==> config.mk <==
export PLATFORM = sky130hd
export DESIGN_NAME = bus_arbiter_flat
export DESIGN_NICKNAME = d
export VERILOG_FILES = /design/src/rtl/bus_arbiter_pkg.sv /design/src/rtl/bus_arbiter_if.sv /design/src/rtl/bus_arbiter_arb_prio.sv /design/src/rtl/bus_arbiter.sv /design/src/flat_wrapper.sv
export SDC_FILE = /design/constraint.sdc
export NUM_CORES = 1
export LEC_CHECK = 0
export ABC_AREA = 1
export BUFFER_PORTS_ARGS = -buffer_cell sky130_fd_sc_hd__buf_2
export CAP_MARGIN = 20
export CORE_AREA = 2 2 143 145
export CTS_CLUSTER_SIZE = 14
export DETAILED_ROUTE_END_ITERATION = 12
export DIE_AREA = 0 0 145 147
export GPL_ROUTABILITY_DRIVEN = 0
export GPL_TIMING_DRIVEN = 0
export MAX_ROUTING_LAYER = met4
export PLACE_DENSITY_LB_ADDON = 0.25
export SETUP_SLACK_MARGIN = 0.4
export SYNTH_ARGS = -nofsm -noshare
export SYNTH_HDL_FRONTEND = slang
export SYNTH_SLANG_ARGS = --single-unit
==> constraint.sdc <==
create_clock -name clk -period 3.76 [get_ports clk]
set_clock_uncertainty 0.05 [all_clocks]
set_input_delay 0.752 -clock clk [delete_from_list [all_inputs] [get_ports clk]]
set_output_delay 0.752 -clock clk [all_outputs]
set_load 0.005 [all_outputs]
==> src/rtl/bus_arbiter_pkg.sv <==
// bus_arbiter_pkg
// Shared types and constants for the three-master bus arbiter.
//   state_t         : FSM state encoding (IDLE = 0, XFER = 1)
//   grant_t         : granted-master encoding (M0 = 0, M1 = 1, M2 = 2)
//   TIMEOUT_DEFAULT : default slave-ack timeout in cycles
//   timeout_last()  : wait-counter value at which a transfer times out
package bus_arbiter_pkg;

    typedef enum logic {
        IDLE = 1'b0,
        XFER = 1'b1
    } state_t;

    typedef enum logic [1:0] {
        GNT_M0 = 2'd0,
        GNT_M1 = 2'd1,
        GNT_M2 = 2'd2
    } grant_t;

    localparam int unsigned TIMEOUT_DEFAULT = 255;

    // The counter starts at 0 in the first XFER cycle, so the Nth XFER cycle
    // sees a count of N-1. A timeout of N cycles therefore fires at N-1.
    function automatic logic [7:0] timeout_last(input int unsigned timeout);
        return 8'(timeout - 32'd1);
    endfunction

endpackage

==> src/rtl/bus_arbiter_if.sv <==
// bus_arbiter_if
// Bundles the three master request channels and the single slave channel
// seen by the arbiter.
//   m0_* : JTAG debug master (read/write)
//   m1_* : core data (EX) master (read/write)
//   m2_* : core instruction-fetch master (read-only)
//   s_*  : shared slave channel
// Modports:
//   master : the arbiter's view (it masters the shared slave channel and
//            answers the requesting masters)
//   slave  : the environment's view (requesting masters plus slave device)
interface bus_arbiter_if;

    logic        m0_req_i;
    logic        m0_we_i;
    logic [31:0] m0_addr_i;
    logic [31:0] m0_wdata_i;
    logic [31:0] m0_rdata_o;
    logic        m0_ack_o;

    logic        m1_req_i;
    logic        m1_we_i;
    logic [31:0] m1_addr_i;
    logic [31:0] m1_wdata_i;
    logic [31:0] m1_rdata_o;
    logic        m1_ack_o;

    logic        m2_req_i;
    logic [31:0] m2_addr_i;
    logic [31:0] m2_rdata_o;
    logic        m2_ack_o;

    logic        s_req_o;
    logic        s_we_o;
    logic [31:0] s_addr_o;
    logic [31:0] s_wdata_o;
    logic [31:0] s_rdata_i;
    logic        s_ack_i;

    modport master (
        input  m0_req_i, m0_we_i, m0_addr_i, m0_wdata_i,
        output m0_rdata_o, m0_ack_o,
        input  m1_req_i, m1_we_i, m1_addr_i, m1_wdata_i,
        output m1_rdata_o, m1_ack_o,
        input  m2_req_i, m2_addr_i,
        output m2_rdata_o, m2_ack_o,
        output s_req_o, s_we_o, s_addr_o, s_wdata_o,
        input  s_rdata_i, s_ack_i
    );

    modport slave (
        output m0_req_i, m0_we_i, m0_addr_i, m0_wdata_i,
        input  m0_rdata_o, m0_ack_o,
        output m1_req_i, m1_we_i, m1_addr_i, m1_wdata_i,
        input  m1_rdata_o, m1_ack_o,
        output m2_req_i, m2_addr_i,
        input  m2_rdata_o, m2_ack_o,
        input  s_req_o, s_we_o, s_addr_o, s_wdata_o,
        output s_rdata_i, s_ack_i
    );

endinterface

==> src/rtl/bus_arbiter_arb_prio.sv <==
// arb_prio
// Combinational winner selection for the bus arbiter.
// m0 always wins. Between m1 and m2 the default build uses fixed priority
// (m1 > m2); with BUS_ARB_RR_EN defined, a last-served flag alternates them.
// Ports:
//   req     in  3  request vector {m2, m1, m0}
//   last_m1 in  1  (BUS_ARB_RR_EN only) 1 when m1 was the last of m1/m2 served
//   winner  out 2  selected master (grant_t); GNT_M0 when nothing requests
module arb_prio
    import bus_arbiter_pkg::*;
(
    input  logic [2:0] req,
`ifdef BUS_ARB_RR_EN
    input  logic       last_m1,
`endif
    output grant_t     winner
);

    always_comb begin
        winner = GNT_M0;
        if (req[0]) begin
            winner = GNT_M0;
        end else if (req[1] && req[2]) begin
`ifdef BUS_ARB_RR_EN
            if (last_m1) begin
                winner = GNT_M2;
            end else begin
                winner = GNT_M1;
            end
`else
            winner = GNT_M1;
`endif
        end else if (req[1]) begin
            winner = GNT_M1;
        end else if (req[2]) begin
            winner = GNT_M2;
        end
    end

endmodule

==> src/rtl/bus_arbiter.sv <==
// bus_arbiter
// Arbitrates three masters (m0 JTAG, m1 core data, m2 instruction fetch)
// onto one slave channel. A grant is registered in IDLE, the slave is driven
// combinationally from the granted master in XFER, and the transfer ends on
// slave ack or on a wait-cycle timeout.
// Optional feature: define BUS_ARB_RR_EN for round-robin between m1 and m2.
// Ports:
//   clk         in   core clock, rising edge
//   rst         in   asynchronous active-low reset
//   bus         if   bus_arbiter_if.master (all master and slave channels)
//   hold_flag_o out  pipeline hold while m1 or m2 waits for its ack
//   err_o       out  one-cycle pulse on slave timeout
//
// state | meaning
// ------+-------------------------------------------------------------
// IDLE  | no transfer; slave outputs 0; next request is arbitrated
// XFER  | granted master drives the slave; waits for ack or timeout
module bus_arbiter
    import bus_arbiter_pkg::*;
#(
    parameter int unsigned TIMEOUT = TIMEOUT_DEFAULT
) (
    input  logic          clk,
    input  logic          rst,
    bus_arbiter_if.master bus,
    output logic          hold_flag_o,
    output logic          err_o
);

    localparam logic [7:0] TO_LAST = timeout_last(TIMEOUT);

    state_t     state;
    grant_t     grant;
    grant_t     winner;
    logic [7:0] wait_cnt;
    logic [2:0] req_vec;
    logic       any_req;
    logic       slave_ack;
    logic       timeout_hit;
    logic       xfer_done;
    logic [2:0] ack_vec;

`ifdef BUS_ARB_RR_EN
    logic       last_m1;
`endif

    assign req_vec = {bus.m2_req_i, bus.m1_req_i, bus.m0_req_i};
    assign any_req = |req_vec;

    arb_prio u_arb_prio (
        .req     (req_vec),
`ifdef BUS_ARB_RR_EN
        .last_m1 (last_m1),
`endif
        .winner  (winner)
    );

    // A slave ack in the timeout cycle is a normal completion, not an error.
    assign slave_ack   = (state == XFER) && bus.s_ack_i;
    assign timeout_hit = (state == XFER) && !bus.s_ack_i && (wait_cnt == TO_LAST);
    assign xfer_done   = slave_ack || timeout_hit;

    always_ff @(posedge clk or negedge rst) begin
        if (!rst) begin
            state    <= IDLE;
            grant    <= GNT_M0;
            wait_cnt <= '0;
`ifdef BUS_ARB_RR_EN
            last_m1  <= 1'b0;
`endif
        end else begin
            case (state)
                IDLE: begin
                    if (any_req) begin
                        grant    <= winner;
                        wait_cnt <= '0;
                        state    <= XFER;
`ifdef BUS_ARB_RR_EN
                        if (winner == GNT_M1) begin
                            last_m1 <= 1'b1;
                        end else if (winner == GNT_M2) begin
                            last_m1 <= 1'b0;
                        end
`endif
                    end
                end
                XFER: begin
                    if (xfer_done) begin
                        state    <= IDLE;
                        wait_cnt <= '0;
                    end else begin
                        wait_cnt <= wait_cnt + 8'd1;
                    end
                end
                default: begin
                    state <= IDLE;
                end
            endcase
        end
    end

    // Slave-side mux and master-side ack/rdata. Request signals are not
    // latched: masters hold them stable until their ack.
    always_comb begin
        bus.s_req_o    = 1'b0;
        bus.s_we_o     = 1'b0;
        bus.s_addr_o   = '0;
        bus.s_wdata_o  = '0;
        bus.m0_rdata_o = '0;
        bus.m1_rdata_o = '0;
        bus.m2_rdata_o = '0;
        ack_vec        = 3'b000;
        err_o          = 1'b0;
        if (state == XFER) begin
            bus.s_req_o = 1'b1;
            err_o       = timeout_hit;
            case (grant)
                GNT_M0: begin
                    bus.s_we_o    = bus.m0_we_i;
                    bus.s_addr_o  = bus.m0_addr_i;
                    bus.s_wdata_o = bus.m0_wdata_i;
                    ack_vec[0]    = xfer_done;
                    if (slave_ack) begin
                        bus.m0_rdata_o = bus.s_rdata_i;
                    end
                end
                GNT_M1: begin
                    bus.s_we_o    = bus.m1_we_i;
                    bus.s_addr_o  = bus.m1_addr_i;
                    bus.s_wdata_o = bus.m1_wdata_i;
                    ack_vec[1]    = xfer_done;
                    if (slave_ack) begin
                        bus.m1_rdata_o = bus.s_rdata_i;
                    end
                end
                GNT_M2: begin
                    bus.s_addr_o = bus.m2_addr_i;
                    ack_vec[2]   = xfer_done;
                    if (slave_ack) begin
                        bus.m2_rdata_o = bus.s_rdata_i;
                    end
                end
                default: begin
                end
            endcase
        end
    end

    assign bus.m0_ack_o = ack_vec[0];
    assign bus.m1_ack_o = ack_vec[1];
    assign bus.m2_ack_o = ack_vec[2];

    // Gated by rst so the flag is 0 while reset is held even though the
    // request inputs may be active.
    assign hold_flag_o = rst && ((bus.m1_req_i && !ack_vec[1]) ||
                                 (bus.m2_req_i && !ack_vec[2]));

endmodule

==> src/flat_wrapper.sv <==
// flat-port wrapper written by rule: the top's interface ports become plain ports
module bus_arbiter_flat import bus_arbiter_pkg::*;
#(
    parameter int unsigned TIMEOUT = TIMEOUT_DEFAULT
)
  (clk, rst, hold_flag_o, err_o, bus_m0_req_i, bus_m0_we_i, bus_m0_addr_i, bus_m0_wdata_i, bus_m0_rdata_o, bus_m0_ack_o, bus_m1_req_i, bus_m1_we_i, bus_m1_addr_i, bus_m1_wdata_i, bus_m1_rdata_o, bus_m1_ack_o, bus_m2_req_i, bus_m2_addr_i, bus_m2_rdata_o, bus_m2_ack_o, bus_s_req_o, bus_s_we_o, bus_s_addr_o, bus_s_wdata_o, bus_s_rdata_i, bus_s_ack_i);
  bus_arbiter_if bus_i ();
  input  logic clk;
  input  logic rst;
  output logic hold_flag_o;
  output logic err_o;
  input wire logic [$bits(bus_i.m0_req_i)-1:0] bus_m0_req_i;
  input wire logic [$bits(bus_i.m0_we_i)-1:0] bus_m0_we_i;
  input wire logic [$bits(bus_i.m0_addr_i)-1:0] bus_m0_addr_i;
  input wire logic [$bits(bus_i.m0_wdata_i)-1:0] bus_m0_wdata_i;
  output wire logic [$bits(bus_i.m0_rdata_o)-1:0] bus_m0_rdata_o;
  output wire logic [$bits(bus_i.m0_ack_o)-1:0] bus_m0_ack_o;
  input wire logic [$bits(bus_i.m1_req_i)-1:0] bus_m1_req_i;
  input wire logic [$bits(bus_i.m1_we_i)-1:0] bus_m1_we_i;
  input wire logic [$bits(bus_i.m1_addr_i)-1:0] bus_m1_addr_i;
  input wire logic [$bits(bus_i.m1_wdata_i)-1:0] bus_m1_wdata_i;
  output wire logic [$bits(bus_i.m1_rdata_o)-1:0] bus_m1_rdata_o;
  output wire logic [$bits(bus_i.m1_ack_o)-1:0] bus_m1_ack_o;
  input wire logic [$bits(bus_i.m2_req_i)-1:0] bus_m2_req_i;
  input wire logic [$bits(bus_i.m2_addr_i)-1:0] bus_m2_addr_i;
  output wire logic [$bits(bus_i.m2_rdata_o)-1:0] bus_m2_rdata_o;
  output wire logic [$bits(bus_i.m2_ack_o)-1:0] bus_m2_ack_o;
  output wire logic [$bits(bus_i.s_req_o)-1:0] bus_s_req_o;
  output wire logic [$bits(bus_i.s_we_o)-1:0] bus_s_we_o;
  output wire logic [$bits(bus_i.s_addr_o)-1:0] bus_s_addr_o;
  output wire logic [$bits(bus_i.s_wdata_o)-1:0] bus_s_wdata_o;
  input wire logic [$bits(bus_i.s_rdata_i)-1:0] bus_s_rdata_i;
  input wire logic [$bits(bus_i.s_ack_i)-1:0] bus_s_ack_i;
  assign bus_i.m0_req_i = bus_m0_req_i;
  assign bus_i.m0_we_i = bus_m0_we_i;
  assign bus_i.m0_addr_i = bus_m0_addr_i;
  assign bus_i.m0_wdata_i = bus_m0_wdata_i;
  assign bus_m0_rdata_o = bus_i.m0_rdata_o;
  assign bus_m0_ack_o = bus_i.m0_ack_o;
  assign bus_i.m1_req_i = bus_m1_req_i;
  assign bus_i.m1_we_i = bus_m1_we_i;
  assign bus_i.m1_addr_i = bus_m1_addr_i;
  assign bus_i.m1_wdata_i = bus_m1_wdata_i;
  assign bus_m1_rdata_o = bus_i.m1_rdata_o;
  assign bus_m1_ack_o = bus_i.m1_ack_o;
  assign bus_i.m2_req_i = bus_m2_req_i;
  assign bus_i.m2_addr_i = bus_m2_addr_i;
  assign bus_m2_rdata_o = bus_i.m2_rdata_o;
  assign bus_m2_ack_o = bus_i.m2_ack_o;
  assign bus_s_req_o = bus_i.s_req_o;
  assign bus_s_we_o = bus_i.s_we_o;
  assign bus_s_addr_o = bus_i.s_addr_o;
  assign bus_s_wdata_o = bus_i.s_wdata_o;
  assign bus_i.s_rdata_i = bus_s_rdata_i;
  assign bus_i.s_ack_i = bus_s_ack_i;
  bus_arbiter #(.TIMEOUT(TIMEOUT)) u_core (.clk(clk), .rst(rst), .bus(bus_i), .hold_flag_o(hold_flag_o), .err_o(err_o));
endmodule
==> run metrics <==
commonest non-fill, non-tap cell in the layout=buf_2; I/O Pins=between 300 and 400; Total GRT Usage=0.1416; Reg2Reg Depth=6; post-CTS sizing=0; FF-to-FF Start=u_core.state$_DFF_PN0_; register area share after synthesis=0.1099; critical-path cell with the highest stage delay=dfrtp_1; average size of a mapped cell=~4.6 sq um; Worst EP arrival=~2.0 ns; CTS Sinks=11; die area=between 20000 and 25000 sq um; CTS Buf Count=3; first-pass iteration count of the detailed router=5; R2R setup slack=between 2 and 2.5 ns; pwr dens=~240 nW/um^2; Area growth syn-to-layout=89.81%; crit share post-route=0.7335; DRC Markers=0; DP Wirelength=around 14000 um; Mapped Nets=between 700 and 800; initial antenna violation count=0; Cell variety after synth=21; Slew @ Worst Pin=0.5828 ns; layout cell share with drive strength beyond 1=0.4369; CTS tree=done; pin count of the biggest net entering global routing=13; hold buffer count at cts=0; Die X-Extent=~150 um; leak pwr=around 3.1 nW; vias in the first global route=around 4400; Setup crit start kind=flip-flop; antenna viol nets, final=0; maximum vdd drop=~0.00011 V; routed wire length=between 15000 and 20000 um; port bufs=~370; commonest non-fill, non-tap cells in the layout=buf_2, nand2_1, nor2_1; fill count=2394; CP peak stage delay=around 0.36 ns; Crit. End Element=output port; DR WL/cell=around 14 um; Core Box Area=roughly 20000 sq um; die height=147 um; Cells after Synth=~540; Max-cap violations=0; clk root buf=clkbuf_16; Required @ worst endpoint=approximately 3.0 ns; cell area after layout=~4800 sq um; num rows=52; end of the critical path=bus_s_wdata_o[6]; Max-slew headroom=0.6115; Post-CTS Setup Bufs=0; CTS Buffer Depth=2; CP startpoint=u_core.grant[1]$_DFFE_PN0P_; Final setup viols=0; Final Util=0.2395; DR iter-0 viols=between 150 and 200; Fin Setup TNS=0 ns; status=completed; YS warnings=0; crit path max fanout=10; htree depth=1; Yosys reg bits=11; Final nets=~1100; Initial Util=0.1262; crit path time final=roughly 2.8 ns; hold crit path type=primary input to async pin; Netlist Area Pre-Place=around 2500 sq um; vias per cell=3.939; final count of hold timing violations=0; unrepaired setup endpoints after global routing=false; f_max=roughly 360 MHz; gr ovfl total=0; Clock transition at path regs=around 0.04 ns; R2R Path End=u_core.wait_cnt[5]$_DFFE_PN0P_; worst path cell trace=inv_2, nand2_1, inv_2, buf_6, buf_6, nand2_1, a21oi_1, buf_2; clock latency on the worst-skew pair=0.24 ns; routed vias=around 4700; n_diodes=0; Setup CP Type=flip-flop to output port; DP Area=4673 sq um; first-pass GRT wire length=23600 um; max-slew violations=0
## how the worst min path moves through the flow
stage / depth (start not counted) / slack [ns] / endpoint
after floorplan: 0 / 0.41 / u_core.grant[0]$_DFFE_PN0P_
after global placement: 2 / 0.47 / u_core.wait_cnt[7]$_DFFE_PN0P_
after detailed placement: 2 / 0.48 / u_core.wait_cnt[7]$_DFFE_PN0P_
after CTS: 1 / 0.35 / u_core.wait_cnt[6]$_DFFE_PN0P_
after global routing: 1 / 0.37 / u_core.wait_cnt[6]$_DFFE_PN0P_
final: 1 / 0.34 / u_core.wait_cnt[5]$_DFFE_PN0P_
## where the power goes
group,switching (mW),internal (mW),total [mW]
Clock,0.0533,0.142,0.196
Combinational,0.471,0.324,0.795
Sequential,0.00511,0.125,0.130
## per-layer routing
layer	GRT usage	up-vias	part of all wire
met3	0.01739	12	0.074
met1	0.1690	1990	0.41
met5	-	-	0
met4	0.02178	0	0.013
met2	0.2598	267	0.50
li1	-	2383	-
## state kept, by name, summed over array words and instances (netlist names)
name / flops
u_core.wait_cnt: 8
u_core.grant: 2
u_core.state: 1
## layout make-up
| class | instances | area [sq um] | area share |
|---|---|---|---|
| Buffer | 36 | 209.0 | 0.04397 |
| Sequential cell | 11 | 275.3 | 0.05793 |
| Tap cell | 270 | 337.8 | 0.07109 |
| Inverter | 49 | 183.9 | 0.03870 |
| Multi-Input combinational cell | 445 | 1836 | 0.3863 |
| Timing Repair Buffer | 366 | 1832 | 0.3855 |
| Clock buffer | 4 | 78.83 | 0.01659 |
## critical path, delay by kind of cell (launching register included)
| family | cells | cell delay, ns |
|---|---|---|
| DFF | 1 | 0.36 |
| AOI/OAI and AO/OA | 1 | 0.25 |
| buffers and inverters | 5 | 0.77 |
| and+or+nand+nor | 2 | 0.31 |
## cell families after synthesis
family | after synthesis | share of synthesized area
adders and majority gates | 2 | 0.009993
AOI/OAI and AO/OA | 47 | 0.09495
xor gates and xnor gates | 5 | 0.01749
DFF | 11 | 0.1099
buffers and inverters | 85 | 0.1569
and+or+nand+nor | 391 | 0.6107
## synth_stat cells
library cell	instances	share of area
nor2_1	103	0.15
dfrtp_1	11	0.11
buf_1	4	0.0060
clkbuf_1	12	0.018
o21ai_0	8	0.016
nor2_2	2	0.0050
ha_1	2	0.010
buf_6	7	0.031
o22ai_1	2	0.0050
xor2_1	4	0.014
inv_2	5	0.0075
nand3_2	1	0.0040
inv_1	44	0.066
a21oi_1	37	0.074
nand2_2	1	0.0025
nand3_1	36	0.072
nand4_1	1	0.0025
buf_4	2	0.0060
buf_2	11	0.022
nand2_1	247	0.37
xnor2_1	1	0.0035
## stage by stage
| stage | hold WS [ns] | setup WS [ns] | power (mW) | std cells |
|---|---|---|---|---|
| floorplan | 0.4064 | 1.668 | 0.5330 | 541 |
| global placement | 0.4735 | 1.067 | 0.9483 | 1177 |
| detailed placement | 0.4776 | 1.084 | 0.9389 | 1177 |
| CTS | 0.3535 | 0.8991 | 1.141 | 1181 |
| global route | 0.3653 | 0.7865 | 1.232 | 1181 |
| finish | 0.3401 | 1.002 | 1.120 | 1181 |
Power figures use the tool's default switching activity.
